**src/rtl/led_pwm_pkg.sv**
```systemverilog
// Shared types and constants for the LED PWM bank: channel modes,
// breathe direction and the blink frame-counter width.
package led_pwm_pkg;

  typedef enum logic [1:0] {
    MODE_OFF     = 2'b00,
    MODE_STATIC  = 2'b01,
    MODE_BLINK   = 2'b10,
    MODE_BREATHE = 2'b11
  } led_mode_e;

  typedef enum logic {
    BR_UP   = 1'b0,
    BR_DOWN = 1'b1
  } br_state_e;

  localparam int unsigned BLINK_LOG2 = 6;

endpackage

```
**src/rtl/led_pwm_chan.sv**
```systemverilog
// One LED channel: pending/active configuration, breathe FSM (present only
// with LED_PWM_BREATHE_EN defined) and registered PWM compare.
module led_pwm_chan
  import led_pwm_pkg::*;
#(
  parameter int unsigned PWM_W = 8
) (
  input  logic             clk_i,
  input  logic             rst_i,
  input  logic             wr_en_i,
  input  logic [PWM_W-1:0] wr_duty_i,
  input  logic [1:0]       wr_mode_i,
  input  logic             frame_tick_i,
  input  logic             blink_on_i,
  input  logic [PWM_W-1:0] pwm_cnt_i,
  output logic             pwm_o
);

  logic [PWM_W-1:0] pend_duty_q, act_duty_q, eff_duty;
  led_mode_e        pend_mode_q, act_mode_q;
  logic             pwm_q;

  // Active settings only move on the frame boundary so a frame never glitches.
  always_ff @(posedge clk_i) begin
    if (rst_i) begin
      pend_duty_q <= '0;
      pend_mode_q <= MODE_OFF;
      act_duty_q  <= '0;
      act_mode_q  <= MODE_OFF;
    end else begin
      if (wr_en_i) begin
        pend_duty_q <= wr_duty_i;
        pend_mode_q <= led_mode_e'(wr_mode_i);
      end
      if (frame_tick_i) begin
        act_duty_q <= pend_duty_q;
        act_mode_q <= pend_mode_q;
      end
    end
  end

`ifdef LED_PWM_BREATHE_EN
  logic [PWM_W-1:0] level_q, level_d;
  br_state_e        state_q, state_d;

  always_comb begin
    level_d = level_q;
    state_d = state_q;
    if (frame_tick_i) begin
      if (pend_mode_q != act_mode_q) begin
        level_d = '0;
        state_d = BR_UP;
      end else if (act_mode_q == MODE_BREATHE) begin
        if (state_q == BR_UP) begin
          if (level_q >= act_duty_q) begin
            state_d = BR_DOWN;
            level_d = act_duty_q;
          end else begin
            level_d = level_q + PWM_W'(1);
          end
        end else begin
          if (level_q == '0) begin
            state_d = BR_UP;
          end else begin
            level_d = level_q - PWM_W'(1);
          end
        end
      end
    end
  end

  always_ff @(posedge clk_i) begin
    if (rst_i) begin
      level_q <= '0;
      state_q <= BR_UP;
    end else begin
      level_q <= level_d;
      state_q <= state_d;
    end
  end
`endif

  always_comb begin
    eff_duty = '0;
    case (act_mode_q)
      MODE_OFF:     eff_duty = '0;
      MODE_STATIC:  eff_duty = act_duty_q;
      MODE_BLINK:   eff_duty = blink_on_i ? act_duty_q : '0;
`ifdef LED_PWM_BREATHE_EN
      MODE_BREATHE: eff_duty = level_q;
`else
      MODE_BREATHE: eff_duty = act_duty_q;
`endif
      default:      eff_duty = '0;
    endcase
  end

  always_ff @(posedge clk_i) begin
    if (rst_i) begin
      pwm_q <= 1'b0;
    end else begin
      pwm_q <= (pwm_cnt_i < eff_duty);
    end
  end

  assign pwm_o = pwm_q;

endmodule

```
**src/rtl/led_pwm_bank.sv**
```systemverilog
// Multi-channel LED PWM bank: shared prescaler, PWM counter and blink counter
// feeding NCH channels. Breathe mode is enabled by defining LED_PWM_BREATHE_EN.
module led_pwm_bank
  import led_pwm_pkg::*;
#(
  parameter  int unsigned NCH   = 3,
  parameter  int unsigned PWM_W = 8,
  parameter  int unsigned PRE_W = 16,
  localparam int unsigned CH_W  = (NCH > 1) ? $clog2(NCH) : 1
) (
  input  logic             clk,
  input  logic             rst,
  input  logic [PRE_W-1:0] prescale,
  input  logic             wr_en,
  input  logic [CH_W-1:0]  wr_ch,
  input  logic [PWM_W-1:0] wr_duty,
  input  logic [1:0]       wr_mode,
  output logic [NCH-1:0]   pwm_out,
  output logic             frame_tick
);

  logic [PRE_W-1:0]      pre_q, pre_d;
  logic [PWM_W-1:0]      cnt_q, cnt_d;
  logic [BLINK_LOG2-1:0] blink_q, blink_d;
  logic                  tick;
  logic [NCH-1:0]        ch_wr;

  // >= rather than == so lowering prescale mid-count never stalls for a full wrap.
  always_comb begin
    tick       = (pre_q >= prescale);
    pre_d      = tick ? '0 : pre_q + PRE_W'(1);
    cnt_d      = tick ? cnt_q + PWM_W'(1) : cnt_q;
    frame_tick = tick && (cnt_q == '1);
    blink_d    = frame_tick ? blink_q + BLINK_LOG2'(1) : blink_q;
  end

  always_ff @(posedge clk) begin
    if (rst) begin
      pre_q   <= '0;
      cnt_q   <= '0;
      blink_q <= '0;
    end else begin
      pre_q   <= pre_d;
      cnt_q   <= cnt_d;
      blink_q <= blink_d;
    end
  end

  for (genvar i = 0; i < NCH; i++) begin : g_ch
    assign ch_wr[i] = wr_en && (wr_ch == CH_W'(i));

    led_pwm_chan #(
      .PWM_W(PWM_W)
    ) u_chan (
      .clk_i       (clk),
      .rst_i       (rst),
      .wr_en_i     (ch_wr[i]),
      .wr_duty_i   (wr_duty),
      .wr_mode_i   (wr_mode),
      .frame_tick_i(frame_tick),
      .blink_on_i  (blink_q[BLINK_LOG2-1]),
      .pwm_cnt_i   (cnt_q),
      .pwm_o       (pwm_out[i])
    );
  end

endmodule

```
**config.mk**
```make
export PLATFORM = sky130hd
export DESIGN_NAME = led_pwm_bank
export DESIGN_NICKNAME = d
export VERILOG_FILES = /design/src/rtl/led_pwm_pkg.sv /design/src/rtl/led_pwm_chan.sv /design/src/rtl/led_pwm_bank.sv
export SDC_FILE = /design/constraint.sdc
export NUM_CORES = 1
export LEC_CHECK = 0
export CAP_MARGIN = 20
export CORE_MARGIN = 4
export CORE_UTILIZATION = 45
export DETAILED_ROUTE_END_ITERATION = 12
export GPL_TIMING_DRIVEN = 0
export PLACE_DENSITY_LB_ADDON = 0.3
export SKIP_CTS_REPAIR_TIMING = 1
export SYNTH_ARGS = -nofsm -noshare
export SYNTH_HDL_FRONTEND = slang
export SYNTH_HIERARCHICAL = 1
export SYNTH_SLANG_ARGS = --single-unit
export TNS_END_PERCENT = 1
```
**constraint.sdc**
```tcl
create_clock -name clk -period 4.3 [get_ports clk]
set_clock_uncertainty 0.15 [all_clocks]
set_input_delay 0.86 -clock clk [delete_from_list [all_inputs] [get_ports clk]]
set_output_delay 0.86 -clock clk [all_outputs]
set_load 0.03 [all_outputs]
```
==> flow_summary.yaml <==
power_and_ir_drop:
  p_leak_nw: 2.10
  power_frac_seq: 0.583
  power.density_nw_per_um2: 281
  p_clk_frac: 0.346
  p_comb_frac: 0.070
  p_sw_mw: 0.370
  swShare: 0.245
  p_int_mw: 1.14
  peakVddDrop_uv: 141
  p_total_mw: 1.51
grt:
  grt_first_pass_wirelength_mm: 17.2
  antenna_found_initial: 0
  track_usage: 0.183
  grt_max_degree: 22
  grt_pass1_vias: 3595
  grt_overflow_total: 0
sta:
  clock.fmax_mhz: 238
  finalHoldViolations: 0
  relSlewSlack: 0.438
  grt_setup_unrepaired: "false"
  report.final.slew_viol_count: 0
  fin_crit_ns: 4.19
  setup_viol: 0
  worstMarginPinSlew_ns: 0.840
  finalCritPeriodShare: 0.976
synthesis:
  synth_edf_count: 0
  syn_area_um2: 4670
  yosysTopAreaCell: "dfxtp_1"
  synthTopCellsByCount: "nor2_1 (95), dfxtp_1 (93), mux2i_1 (61)"
  ys_seq_area_frac: 0.398
  syn_avg_cell_area_um2: 9.46
  yosys_warnings: 6
  synthFlopType: "dfxtp_1"
  synth.net_count: 565
  synthArstFlopShare: 0
  yosysMostFrequentCell: "nor2_1"
  ys_seq_elements: 93
  synthTopCellsByArea: "dfxtp_1 (40%), mux2i_1 (13%), ha_1 (11%)"
  netlist-cell-type-count: 45
  postSynthCellCount: 494
  yosysTopAreaCellShare: 0.398
clock_tree:
  root_buffer: "clkbuf_8"
  clockBufferDepth: 2
  cts_tree: "done"
  cts.sinks: 93
  numCtsBuffers: 9
  clock_latency_ns: 0.36
  h-tree-depth: 3
  clk_pin_slew_ns: 0.09
floorplanning:
  fp.dieW_um: 110
  die_area_um2: 12100
  ioPinCount: 35
  initial_core_util: 0.470
  core-area_um2: 9950
  die_y_um: 110
  rows: 36
final_layout:
  multiInputGateArea_um2: 2630
  syn2layout_area_growth_pct: 15.1
  regArea_um2: 1860
  diodes: 0
  nFillCells: 915
  fin_util: 0.540
  drive_gt1_frac: 0.102
  nets: 613
flow_run:
  cap_violations: 0
placement:
  dp_hpwl_mm: 7.71
  port_buffers: 34
  place.gp.congestion: 0.788
worst_hold_path:
  min_path_type: "reg -> reg"
worst_setup_path:
  cp_slowest_cell: "or4_4"
  crit_path_start_kind: "primary input"
  cp_max_fo: 7
  timing.critical_path.mode_cell: "buf_6"
  crit_family: "simple AND/OR/NAND/NOR gates"
  cp.buffers_inverters: 4
  crit_required_ns: 3.29
  critPathKind: "in -> out"
  crit_path_end_kind: "output pin"
  path_cells: "clkdlybuf4s50_1, inv_1, ha_1, and4_4, nand4_1, or4_4, buf_6, a311oi_4, buf_6"
  critPathMaxStageDelay_ns: 0.49
  arrival_ns: 3.18
route:
  wl_per_cell_um: 15.0
  drc: 0
  avgViaCountPerCell: 5.36
  routed_wl_mm: 10.2
  detail_route.first_pass.iterations: 4
  drtIter0Drc: 139
  ant_nets: 0
  num_vias: 3645
run_status:
  status: "complete, no violations"
metal layers:
metal,track usage,share of wire
met4,0.0481,0.011
met3,0.0393,0.034
met1,0.237,0.46
met5,0,0
met2,0.308,0.50
power by group through the flow:
| stage | Clock [mW] | Combinational (mW) | Sequential, mW |
|---|---|---|---|
| 3_5_place_dp | 0 | 0.107 | 0.901 |
| 2_1_floorplan | 0 | 0.0562 | 0.899 |
| 3_3_place_gp | 0 | 0.103 | 0.901 |
| 5_1_grt | 0.575 | 0.120 | 0.883 |
| 6_report | 0.523 | 0.106 | 0.881 |
| 4_1_cts | 0.542 | 0.107 | 0.881 |
worst min-delay path: stages, from the launching register on:
cell and delay, ns:
dfxtp_1 0.33, mux2i_1 0.07, nor2_1 0.07
cell type report:
class | instances | share of cell area
Tap cell | 133 | 0.0309
Clock inverter | 6 | 0.00861
Inverter | 24 | 0.0167
Buffer | 19 | 0.0174
Multi-Input combinational cell | 358 | 0.489
Timing Repair Buffer | 37 | 0.0677
Clock buffer | 10 | 0.0237
Sequential cell | 93 | 0.346
kinds of logic (layout without fill, tap and decap cells):
logic type | count (synthesis) | after routing | share of synthesized area
simple gates | 186 | 186 | 0.191
flops | 93 | 93 | 0.398
mux | 72 | 72 | 0.158
compound gates | 46 | 46 | 0.0803
buf+inv | 43 | 96 | 0.0393
fa+ha+maj | 40 | 40 | 0.107
xor+xnor | 14 | 14 | 0.0262
worst paths after layout:
kind              slack [ns]  cells after the start                          start                           end
setup / recovery        0.11                      9                   prescale[13]                    frame_tick
hold / removal          0.35                      2  g_ch[0].u_chan/pend_mode_q[0]  g_ch[0].u_chan/act_mode_q[0]
setup reg to reg        1.16                     10                      pre_q[11]  g_ch[0].u_chan/act_duty_q[1]
hold reg to reg         0.35                      2  g_ch[0].u_chan/pend_mode_q[0]  g_ch[0].u_chan/act_mode_q[0]
registers in the layout, summed over array words and instances, names as in the netlist:
register / flops
g_ch.u_chan/act_duty_q: 24
cnt_q: 8
blink_q: 6
g_ch.u_chan/act_mode_q: 6
g_ch.u_chan/pwm_o: 3
g_ch.u_chan/pend_mode_q: 6
pre_q: 16
g_ch.u_chan/pend_duty_q: 24
layout by cell type (no fill, tap or decap), drive strengths merged, types with 12 or more instances in the layout:
| master | count |
|---|---|
| buf | 21 |
| clkbuf | 12 |
| clkdlybuf4s50 | 33 |
| dfxtp | 93 |
| ha | 40 |
| inv | 26 |
| mux2i | 61 |
| nand2 | 27 |
| nand3 | 15 |
| nor2 | 95 |
| nor2b | 12 |
metrics by stage:
step	hold slack, ns	setup WS, ns	instance area [µm²]	TNS, ns	std cells
global route	0.370	0.00337	5380	0	680
global placement	0.323	-0.675	5180	-0.675	661
detailed placement	0.328	-0.731	5180	-0.731	661
finish	0.346	0.105	5380	0	680
floorplan	0.303	0.606	4670	0	494
CTS	0.349	-0.737	5360	-0.737	677
No activity file was read; power rests on OpenSTA's default activity.
